**src/rtl/acq_pkg.sv**
```systemverilog
// Shared definitions for the acquisition path (sequencer, waveform buffer, serializer).
// Latency: n/a (types and constants only).
// Backpressure: n/a.
package acq_pkg;

    // Sequencer state encoding; values are visible on state_dbg.
    typedef enum logic [2:0] {
        ST_IDLE    = 3'd0,
        ST_ARMED   = 3'd1,
        ST_CAPTURE = 3'd2,
        ST_READOUT = 3'd3,
        ST_HOLDOFF = 3'd4
    } acq_state_t;

    // Frame geometry shared with the buffer and the UART serializer.
    localparam int ACQ_NUM_SAMPLES = 500;
    localparam int ACQ_SAMPLE_W    = 14;
    localparam int ACQ_ADDR_W      = 9;

endpackage

```
**src/rtl/acq_readout_sequencer_threshold_trigger.sv**
```systemverilog
// Registers the live ADC stream and flags a rising crossing of trig_level.
// Latency: sample_q is adc_sample delayed 1 clk; trig is combinational on the current sample.
// Backpressure: none; a sample arrives every clk and is always accepted.
//
// Ports: clk, reset_n (async, active low); adc_sample, trig_level in;
//        trig (rising-crossing pulse), sample_q (registered sample) out.
module threshold_trigger
    import acq_pkg::*;
#(
    parameter int SAMPLE_W = ACQ_SAMPLE_W
) (
    input  logic                clk,
    input  logic                reset_n,
    input  logic [SAMPLE_W-1:0] adc_sample,
    input  logic [SAMPLE_W-1:0] trig_level,
    output logic                trig,
    output logic [SAMPLE_W-1:0] sample_q
);

    // prev_sample resets to all-ones so the first sample after reset can
    // never look like a rising crossing.
    logic [SAMPLE_W-1:0] prev_sample;

    always_ff @(posedge clk or negedge reset_n) begin
        if (!reset_n) begin
            prev_sample <= '1;
            sample_q    <= '0;
        end else begin
            prev_sample <= adc_sample;
            sample_q    <= adc_sample;
        end
    end

    assign trig = (prev_sample < trig_level) && (adc_sample >= trig_level);

endmodule

```
**src/rtl/acq_readout_sequencer.sv**
```systemverilog
// Sequences arm -> trigger -> capture NUM_SAMPLES -> UART readout -> holdoff.
// Latency: first buffer write 1 clk after the triggering sample; acquire drops 1 clk after the last write.
// Backpressure: none on the sample stream; readout waits on tx_done, bounded by TX_TIMEOUT.
//
// Ports: clk, reset_n (async, active low); run, continuous, adc_sample, trig_level,
//        tx_done in; acquire, wr_en/wr_addr/wr_data (buffer write), busy,
//        frame_count, timeout_err (sticky), state_dbg out.
module acq_readout_sequencer
    import acq_pkg::*;
#(
    parameter int NUM_SAMPLES    = ACQ_NUM_SAMPLES,
    parameter int SAMPLE_W       = ACQ_SAMPLE_W,
    parameter int ADDR_W         = ACQ_ADDR_W,
    parameter int HOLDOFF_CYCLES = 1024,
    parameter int TX_TIMEOUT     = 2**24
) (
    input  logic                clk,
    input  logic                reset_n,
    input  logic                run,
    input  logic                continuous,
    input  logic [SAMPLE_W-1:0] adc_sample,
    input  logic [SAMPLE_W-1:0] trig_level,
    input  logic                tx_done,
    output logic                acquire,
    output logic                wr_en,
    output logic [ADDR_W-1:0]   wr_addr,
    output logic [SAMPLE_W-1:0] wr_data,
    output logic                busy,
    output logic [15:0]         frame_count,
    output logic                timeout_err,
    output logic [2:0]          state_dbg
);

    // One timer serves both READOUT and HOLDOFF; size it for the longer one.
    localparam int TMR_MAX = (TX_TIMEOUT > HOLDOFF_CYCLES) ? TX_TIMEOUT : HOLDOFF_CYCLES;
    localparam int TMR_W   = (TMR_MAX > 1) ? $clog2(TMR_MAX) : 1;

    acq_state_t       state;
    logic [TMR_W-1:0] timer;
    logic             trig;

    threshold_trigger #(
        .SAMPLE_W (SAMPLE_W)
    ) u_trig (
        .clk        (clk),
        .reset_n    (reset_n),
        .adc_sample (adc_sample),
        .trig_level (trig_level),
        .trig       (trig),
        .sample_q   (wr_data)
    );

    // wr_addr doubles as the capture sample counter.
    always_ff @(posedge clk or negedge reset_n) begin
        if (!reset_n) begin
            state       <= ST_IDLE;
            acquire     <= 1'b1;
            wr_en       <= 1'b0;
            wr_addr     <= '0;
            timer       <= '0;
            frame_count <= '0;
            timeout_err <= 1'b0;
        end else begin
            case (state)
                ST_IDLE: begin
                    acquire <= 1'b1;
                    wr_en   <= 1'b0;
                    if (run) begin
                        state <= ST_ARMED;
                    end
                end

                ST_ARMED: begin
                    acquire <= 1'b1;
                    wr_en   <= 1'b0;
                    if (!run) begin
                        state <= ST_IDLE;
                    end else if (trig) begin
                        // The triggering sample lands in wr_data on this
                        // same edge, so it becomes write 0 next cycle.
                        state   <= ST_CAPTURE;
                        wr_en   <= 1'b1;
                        wr_addr <= '0;
                    end
                end

                ST_CAPTURE: begin
                    // run is deliberately ignored: a started frame always completes.
                    if (wr_addr == ADDR_W'(NUM_SAMPLES - 1)) begin
                        state   <= ST_READOUT;
                        wr_en   <= 1'b0;
                        wr_addr <= '0;
                        acquire <= 1'b0;
                        timer   <= '0;
                    end else begin
                        wr_addr <= wr_addr + 1'b1;
                    end
                end

                ST_READOUT: begin
                    // tx_done is tested first so it wins over a coincident timeout.
                    if (tx_done) begin
                        state       <= ST_HOLDOFF;
                        acquire     <= 1'b1;
                        timer       <= '0;
                        frame_count <= frame_count + 16'd1;
                    end else if (timer == TMR_W'(TX_TIMEOUT - 1)) begin
                        state       <= ST_HOLDOFF;
                        acquire     <= 1'b1;
                        timer       <= '0;
                        timeout_err <= 1'b1;
                    end else begin
                        timer <= timer + 1'b1;
                    end
                end

                ST_HOLDOFF: begin
                    // acquire stays high for the whole holdoff to reset the serializer.
                    acquire <= 1'b1;
                    if (timer == TMR_W'(HOLDOFF_CYCLES - 1)) begin
                        timer <= '0;
                        state <= (run && continuous) ? ST_ARMED : ST_IDLE;
                    end else begin
                        timer <= timer + 1'b1;
                    end
                end

                default: begin
                    state   <= ST_IDLE;
                    acquire <= 1'b1;
                    wr_en   <= 1'b0;
                    wr_addr <= '0;
                    timer   <= '0;
                end
            endcase
        end
    end

    assign busy      = (state != ST_IDLE);
    assign state_dbg = state;

endmodule

```
**config.mk**
```make
export PLATFORM = sky130hd
export DESIGN_NAME = acq_readout_sequencer
export DESIGN_NICKNAME = d
export VERILOG_FILES = /design/src/rtl/acq_pkg.sv /design/src/rtl/acq_readout_sequencer_threshold_trigger.sv /design/src/rtl/acq_readout_sequencer.sv
export SDC_FILE = /design/constraint.sdc
export NUM_CORES = 1
export LEC_CHECK = 0
export BUFFER_PORTS_ARGS = -buffer_cell sky130_fd_sc_hd__buf_2
export CAP_MARGIN = 25
export CORE_MARGIN = 5
export CORE_UTILIZATION = 45
export CTS_CLUSTER_SIZE = 16
export DETAILED_ROUTE_END_ITERATION = 6
export PLACE_DENSITY = 0.78
export SLEW_MARGIN = 20
export SYNTH_ARGS = -nofsm -noshare
export SYNTH_HDL_FRONTEND = slang
export SYNTH_SLANG_ARGS = --single-unit
```
**constraint.sdc**
```tcl
create_clock -name clk -period 2.4 [get_ports clk]
set_input_delay 0.36 -clock clk [delete_from_list [all_inputs] [get_ports clk]]
set_output_delay 0.36 -clock clk [all_outputs]
set_load 0.02 [all_outputs]
```
==> results.json, run 1 <==
{
  "synth_edf_count": 0,
  "numCtsBuffers": 9,
  "yosys_most_used_dff": "dfrtp_1",
  "syn-cell-area_mm2": 0.00427,
  "power_density_mw_per_mm2": 820,
  "layout_commonest_cell": "buf_2",
  "grt_pass1_wl_um": 15700,
  "drcViolationCount": 0,
  "p_switching_uw": 1570,
  "die_h_um": 107,
  "r2r_cells": 8,
  "rows": 35,
  "ys_async_sr_fraction_pct": 100,
  "ctsRootBufferMaster": "clkbuf_8",
  "p_int_uw": 2570,
  "ys_seq_area_share_pct": 49.0,
  "r2r_start": "u_trig.prev_sample[13]",
  "maxCapViolCount": 0,
  "h-tree-depth": 3,
  "place.gp.congestion": 0.890,
  "worstPathMaxFanout": 9,
  "cts_setup_buffers": 0,
  "grt_overflow_total": 0,
  "syn_avg_cell_area_um2": 10.0,
  "vias": 3505,
  "antenna_found_initial": 0,
  "regToRegSetupSlack_ps": 190,
  "yosys_warnings": 0,
  "clockBufferDepth": 2,
  "p_seq_share_pct": 44.0,
  "fmax_ghz": 0.453,
  "startpoint_type": "register",
  "hold_ws_ps": 124,
  "final_layout_size_suffix_gt1_share_pct": 24.4,
  "fp.dieW_um": 107,
  "fin_nets": 574,
  "worstHoldStart": "adc_sample[11]",
  "finalMaxSlewViolations": 0,
  "cts_tree": "built",
  "path_class": "register to register",
  "first_pass_iters": 4,
  "io_pins": 79,
  "drt_wl_total_um": 9300,
  "pwr-share-clk_pct": 24.6,
  "grt_usage_pct": 16.5,
  "min_to": "u_trig.prev_sample[11]",
  "finalSetupViolCount": 0,
  "p_sw_share_pct": 37.9,
  "p_comb_share_pct": 31.4,
  "cp.required_ps": 2620,
  "p_leak_uw": 0.00239,
  "min_period_ps": 2210,
  "worstPathArrival_ps": 2430,
  "finalHoldViolations": 0,
  "cts.sinks": 83,
  "worstSetupEndpointType": "register",
  "tightest_slew_ps": 544,
  "postSynthCellCount": 427,
  "grt_max_degree": 53,
  "synth_cell_type_count": 58,
  "vdd_drop_max_v": 0.000402,
  "initial_core_util_pct": 46.3,
  "clk_pin_slew_ps": 90,
  "clk_latency_ps": 350,
  "whs_path_depth": 1,
  "ys_ff_latch": 83,
  "dpl.hpwl_um": 6880,
  "first_global_vias": 3402,
  "finalClockSkew_ps": 13.4,
  "r2r-end": "wr_addr[8]",
  "final_cell_mix": "77 x buf_2, 68 x dfrtp_1, 41 x a21oi_1, 36 x nand2_1, 30 x ha_1",
  "rsz0062_at_grt": "false",
  "n_antenna_cell": 0,
  "status": "complete, no violations",
  "ant_nets": 0,
  "drt_iter0_markers": 226,
  "tns_ps": 0,
  "port_buffers": 78,
  "timing.slew.headroom_pct": 63.7,
  "core-area_mm2": 0.00924,
  "dieArea_mm2": 0.0115,
  "area_delta_synth_final_pct": 17.9,
  "hp-class": "primary input to register",
  "vias_per_cell": 5.43,
  "finalCritPeriodShare_pct": 91.9,
  "wire_per_inst_um": 14.4,
  "synth_fp_nets": 490
}
==> Yosys cell counts, types with 2 or more instances <==
master	number	area, um2
buf_6	3	33.8
and4_1	2	17.5
nor2_1	27	101
nand3_1	23	115
clkbuf_1	6	22.5
o21ai_1	11	55.1
a21oi_1	41	205
a31oi_1	12	75.1
a41oi_1	2	17.5
a211oi_1	2	15.0
mux2i_1	2	20.0
nand2_1	36	135
and2_1	7	43.8
or3_1	7	43.8
inv_1	24	90.1
buf_2	4	20.0
a21o_1	4	30.0
a22oi_1	2	15.0
xnor2_1	13	114
dfrtp_1	68	1700
nor3_1	4	20.0
ha_1	30	375
nand4_1	15	93.8
o22ai_1	2	12.5
a22o_1	4	35.0
dfstp_2	15	394
nand2b_1	6	37.5
and3_1	10	62.6
xor2_1	3	26.3
o21ai_0	6	30.0
nor4_1	4	25.0
nand3b_1	2	15.0
o221ai_1	2	17.5
nor2b_1	4	25.0
==> kinds of logic after synthesis <==
| group | synth area share (%) |
|---|---|
| compound gates | 14.8 |
| xor+xnor | 3.28 |
| fa+ha+maj | 8.78 |
| buf+inv | 3.98 |
| flops | 49.0 |
| mux | 0.732 |
| simple gates | 19.4 |
==> critical path, cell delays in order (launching register included) <==
cell and delay [ps]:
dfstp_2 530, ha_1 240, nand4_1 150, o221a_2 220
o31ai_1 70, a221oi_1 230, buf_4 200, a21o_1 300
a41oi_1 150
==> layer usage <==
metal,GRT usage [%],vias up,share of wire (%),routed length (um)
li1,-,1709,-,-
met1,21.2,1685,45,4190
met2,28.6,104,49,4530
met3,3.00,7,5.2,487
met4,4.42,0,0.97,90
met5,0,-,0,0
==> how the worst max path moves through the flow <==
stage / startpoint / endpoint / slack, ps / cells after the start
3_5_place_dp: adc_sample[13] / wr_addr[8] / 80 / 9
4_1_cts: timer[0] / timer[15] / 100 / 8
5_1_grt: u_trig.prev_sample[13] / wr_addr[8] / 30 / 8
3_3_place_gp: trig_level[13] / wr_addr[8] / 130 / 10
6_report: u_trig.prev_sample[13] / wr_addr[8] / 190 / 8
2_1_floorplan: trig_level[13] / wr_addr[8] / 320 / 9
==> state kept, by name (all words and copies together) (netlist names) <==
register,cells
u_trig.sample_q,14
timeout_err,1
u_trig.prev_sample,14
state_dbg,3
frame_count,16
acquire,1
wr_en,1
timer,24
wr_addr,9
==> stage by stage <==
stage          power (uW)  cell area, um2  cells  setup slack, ps  util, %
2_1_floorplan        2730            4270    427              321        -
3_3_place_gp         3090            4820    628              127     52.2
3_5_place_dp         3140            4820    628             83.5     52.2
4_1_cts              4170            5030    645             99.5     54.5
5_1_grt              4400            5040    645             26.9     54.6
6_report             4140            5040    645              193     54.6
==> power by group through the flow <==
stage | logic, uW | clock network (uW) | registers [uW]
global placement | 1260 | 0 | 1830
detailed placement | 1290 | 0 | 1850
CTS | 1300 | 1040 | 1820
finish | 1300 | 1020 | 1820
global route | 1440 | 1100 | 1850
floorplan | 842 | 0 | 1890
==> layout make-up <==
class,count,area (um2)
clock inverter,6,73.8
timing repair buffer,87,475
fill,814,4200
inverter,24,90.1
multi-input combinational,306,2020
tap,129,161
sequential,83,2100
clock buffer,10,128
==> what timing repair did <==
| item | CTS | global route |
|---|---|---|
| setup endpoints to repair | 0 | 2 |
| endpoints found under the hold margin | 28 | 0 |
| hold buffers | 1 | 0 |
| resized for setup | 0 | 2 |
Note: power is estimated with default switching activity, not from simulation.
==> run 2, diff against run 1 <==
- CTS_BUF_LIST: default -> sky130_fd_sc_hd__clkbuf_4
==> run 2 against run 1 <==
Effect of this change: register-to-register slack got worse by 40 ps; non-clock buffer count up 9; cell count grew 1.4%; highest routed layer unchanged; worst hold slack got worse by 86 ps; routed wire length is 2.0% higher; global-route usage up 0.15 points; clock power down 16%; clock skew up 2.1 ps; core utilization up 0.39 points; combinational power about the same; fmax shrank 1.7%; worst setup slack lost 37 ps.
==> results.json, run 2 (synthesized netlist as in run 1, its figures left out) <==
{
  "worstSetupEndpointType": "register",
  "fillers": 806,
  "dpl.hpwl_um": 6880,
  "fp.dieW_um": 107,
  "core-area_mm2": 0.00924,
  "io_pins": 79,
  "slowest_stage": "dfrtp_1",
  "dieArea_mm2": 0.0115,
  "drt_wl_total_um": 9490,
  "finalCritPeriodShare_pct": 93.5,
  "vias": 3574,
  "top_register": "timer",
  "die_h_um": 107,
  "layout_commonest_cell": "buf_2",
  "ant_nets": 0,
  "first_pass_iters": 4,
  "hp-class": "primary input to register",
  "place.gp.congestion": 0.890,
  "crit_buf_inv": 1,
  "final_layout_size_suffix_gt1_share_pct": 24.0,
  "regToRegSetupSlack_ps": 160,
  "grt_overflow_total": 0,
  "cp.required_ps": 2730,
  "path_cells": "ha_1, and3_1, nand3_4, o41ai_4, buf_4, and2_4, nor2_1, a221o_1",
  "regArea_mm2": 0.00210,
  "worstPathMaxFanout": 12,
  "path_class": "register to register",
  "numCtsBuffers": 9,
  "status": "complete, no violations",
  "hold_ws_ps": 38.8,
  "initial_core_util_pct": 46.3,
  "fmax_ghz": 0.446,
  "crit_family": "simple AND/OR/NAND/NOR gates",
  "power_density_mw_per_mm2": 788,
  "finalHoldViolations": 0,
  "multi_input_area_mm2": 0.00202,
  "drcViolationCount": 0,
  "finalMaxSlewViolations": 0,
  "worstPathArrival_ps": 2570,
  "timing.slew.headroom_pct": 61.9,
  "area_delta_synth_final_pct": 18.8,
  "max_stage_delay_ps": 410,
  "placed_cell_area_mm2": 0.00482,
  "power_uw": 4000,
  "fin_area_mm2": 0.00508,
  "vias_per_cell": 5.46,
  "clockBufferDepth": 2,
  "grt_usage_pct": 16.6,
  "tightest_slew_ps": 571,
  "finalSetupViolCount": 0,
  "ctsRootBufferMaster": "clkbuf_4",
  "tns_ps": 0,
  "cts.sinks": 83,
  "n_antenna_cell": 0,
  "final_cell_mix": "77 x buf_2, 68 x dfrtp_1, 41 x a21oi_1, 36 x nand2_1, 30 x ha_1",
  "first_global_vias": 3404,
  "port_buffers": 78,
  "reg_top3": "timer (24), frame_count (16)",
  "p_leak_uw": 0.00241,
  "startpoint_type": "register",
  "wire_per_inst_um": 14.5,
  "largest_reg_flops": 24,
  "finalClockSkew_ps": 15.5,
  "cts_tree": "built",
  "fin_nets": 583,
  "rsz0062_at_grt": "false",
  "clk_latency_ps": 430,
  "h-tree-depth": 3,
  "clk_pin_slew_ps": 150,
  "drt_iter0_markers": 283,
  "grt_pass1_wl_um": 15700,
  "vdd_drop_max_v": 0.000398,
  "min_period_ps": 2240,
  "cts_setup_buffers": 0,
  "antenna_found_initial": 0,
  "grt_max_degree": 53,
  "maxCapViolCount": 0,
  "rows": 35
}
[run 2: cell types whose count changed in the layout (fill, tap and decap cells not counted), sizes merged]
cell and delta:
dlygate4sd3 +9
[run 2: worst paths after layout]
kind,start,to,cells past startpoint
setup / recovery,timer[0],timer[15],8
hold / removal,adc_sample[4],u_trig.prev_sample[4],1
setup reg to reg,timer[0],timer[15],8
hold reg to reg,frame_count[15],frame_count[15],1
max in group asynchronous,reset_n,u_trig.prev_sample[8],3
min in group asynchronous,reset_n,frame_count[10],2
[run 2: area by class of cell]
| cell class | instances | area share, % |
|---|---|---|
| multi-input cells | 306 | 39.7 |
| inverters | 24 | 1.77 |
| flip-flops and latches | 83 | 41.3 |
| clock buffers | 10 | 1.48 |
| well taps | 129 | 3.18 |
| repair buffers | 96 | 11.1 |
| clock inverters | 6 | 1.45 |
[run 2: stage by stage]
stage / util [%] / std cells / worst slack (ps)
6_report: 54.9 / 654 / 156
5_1_grt: 54.9 / 654 / 6.57
4_1_cts: 53.9 / 645 / 113
3_5_place_dp: 52.2 / 628 / 83.5
3_3_place_gp: 52.2 / 628 / 127
2_1_floorplan: - / 427 / 321
[run 2: power breakdown]
part	internal [uW]	switching, uW	total, uW	leakage [uW]
Combinational	493	827	1320	0.00127
Sequential	1590	234	1820	0.00106
Clock	342	513	855	0.0000751
[run 2: timing repair]
item / 4_1_cts / 5_1_grt
hold buffers: 1 / 9
gates resized for setup: 0 / 1
setup endpoints to repair: 0 / 2
endpoints found under the hold margin: 28 / 9
[run 2: routing by layer]
metal  vias up  track usage [%]  part of all wire [%]
li1       1734                -                     -
met1      1713             21.2                    45
met2       112             28.6                    48
met3        15             2.64                   4.9
met4         0             5.86                   1.7
met5         -                0                     0
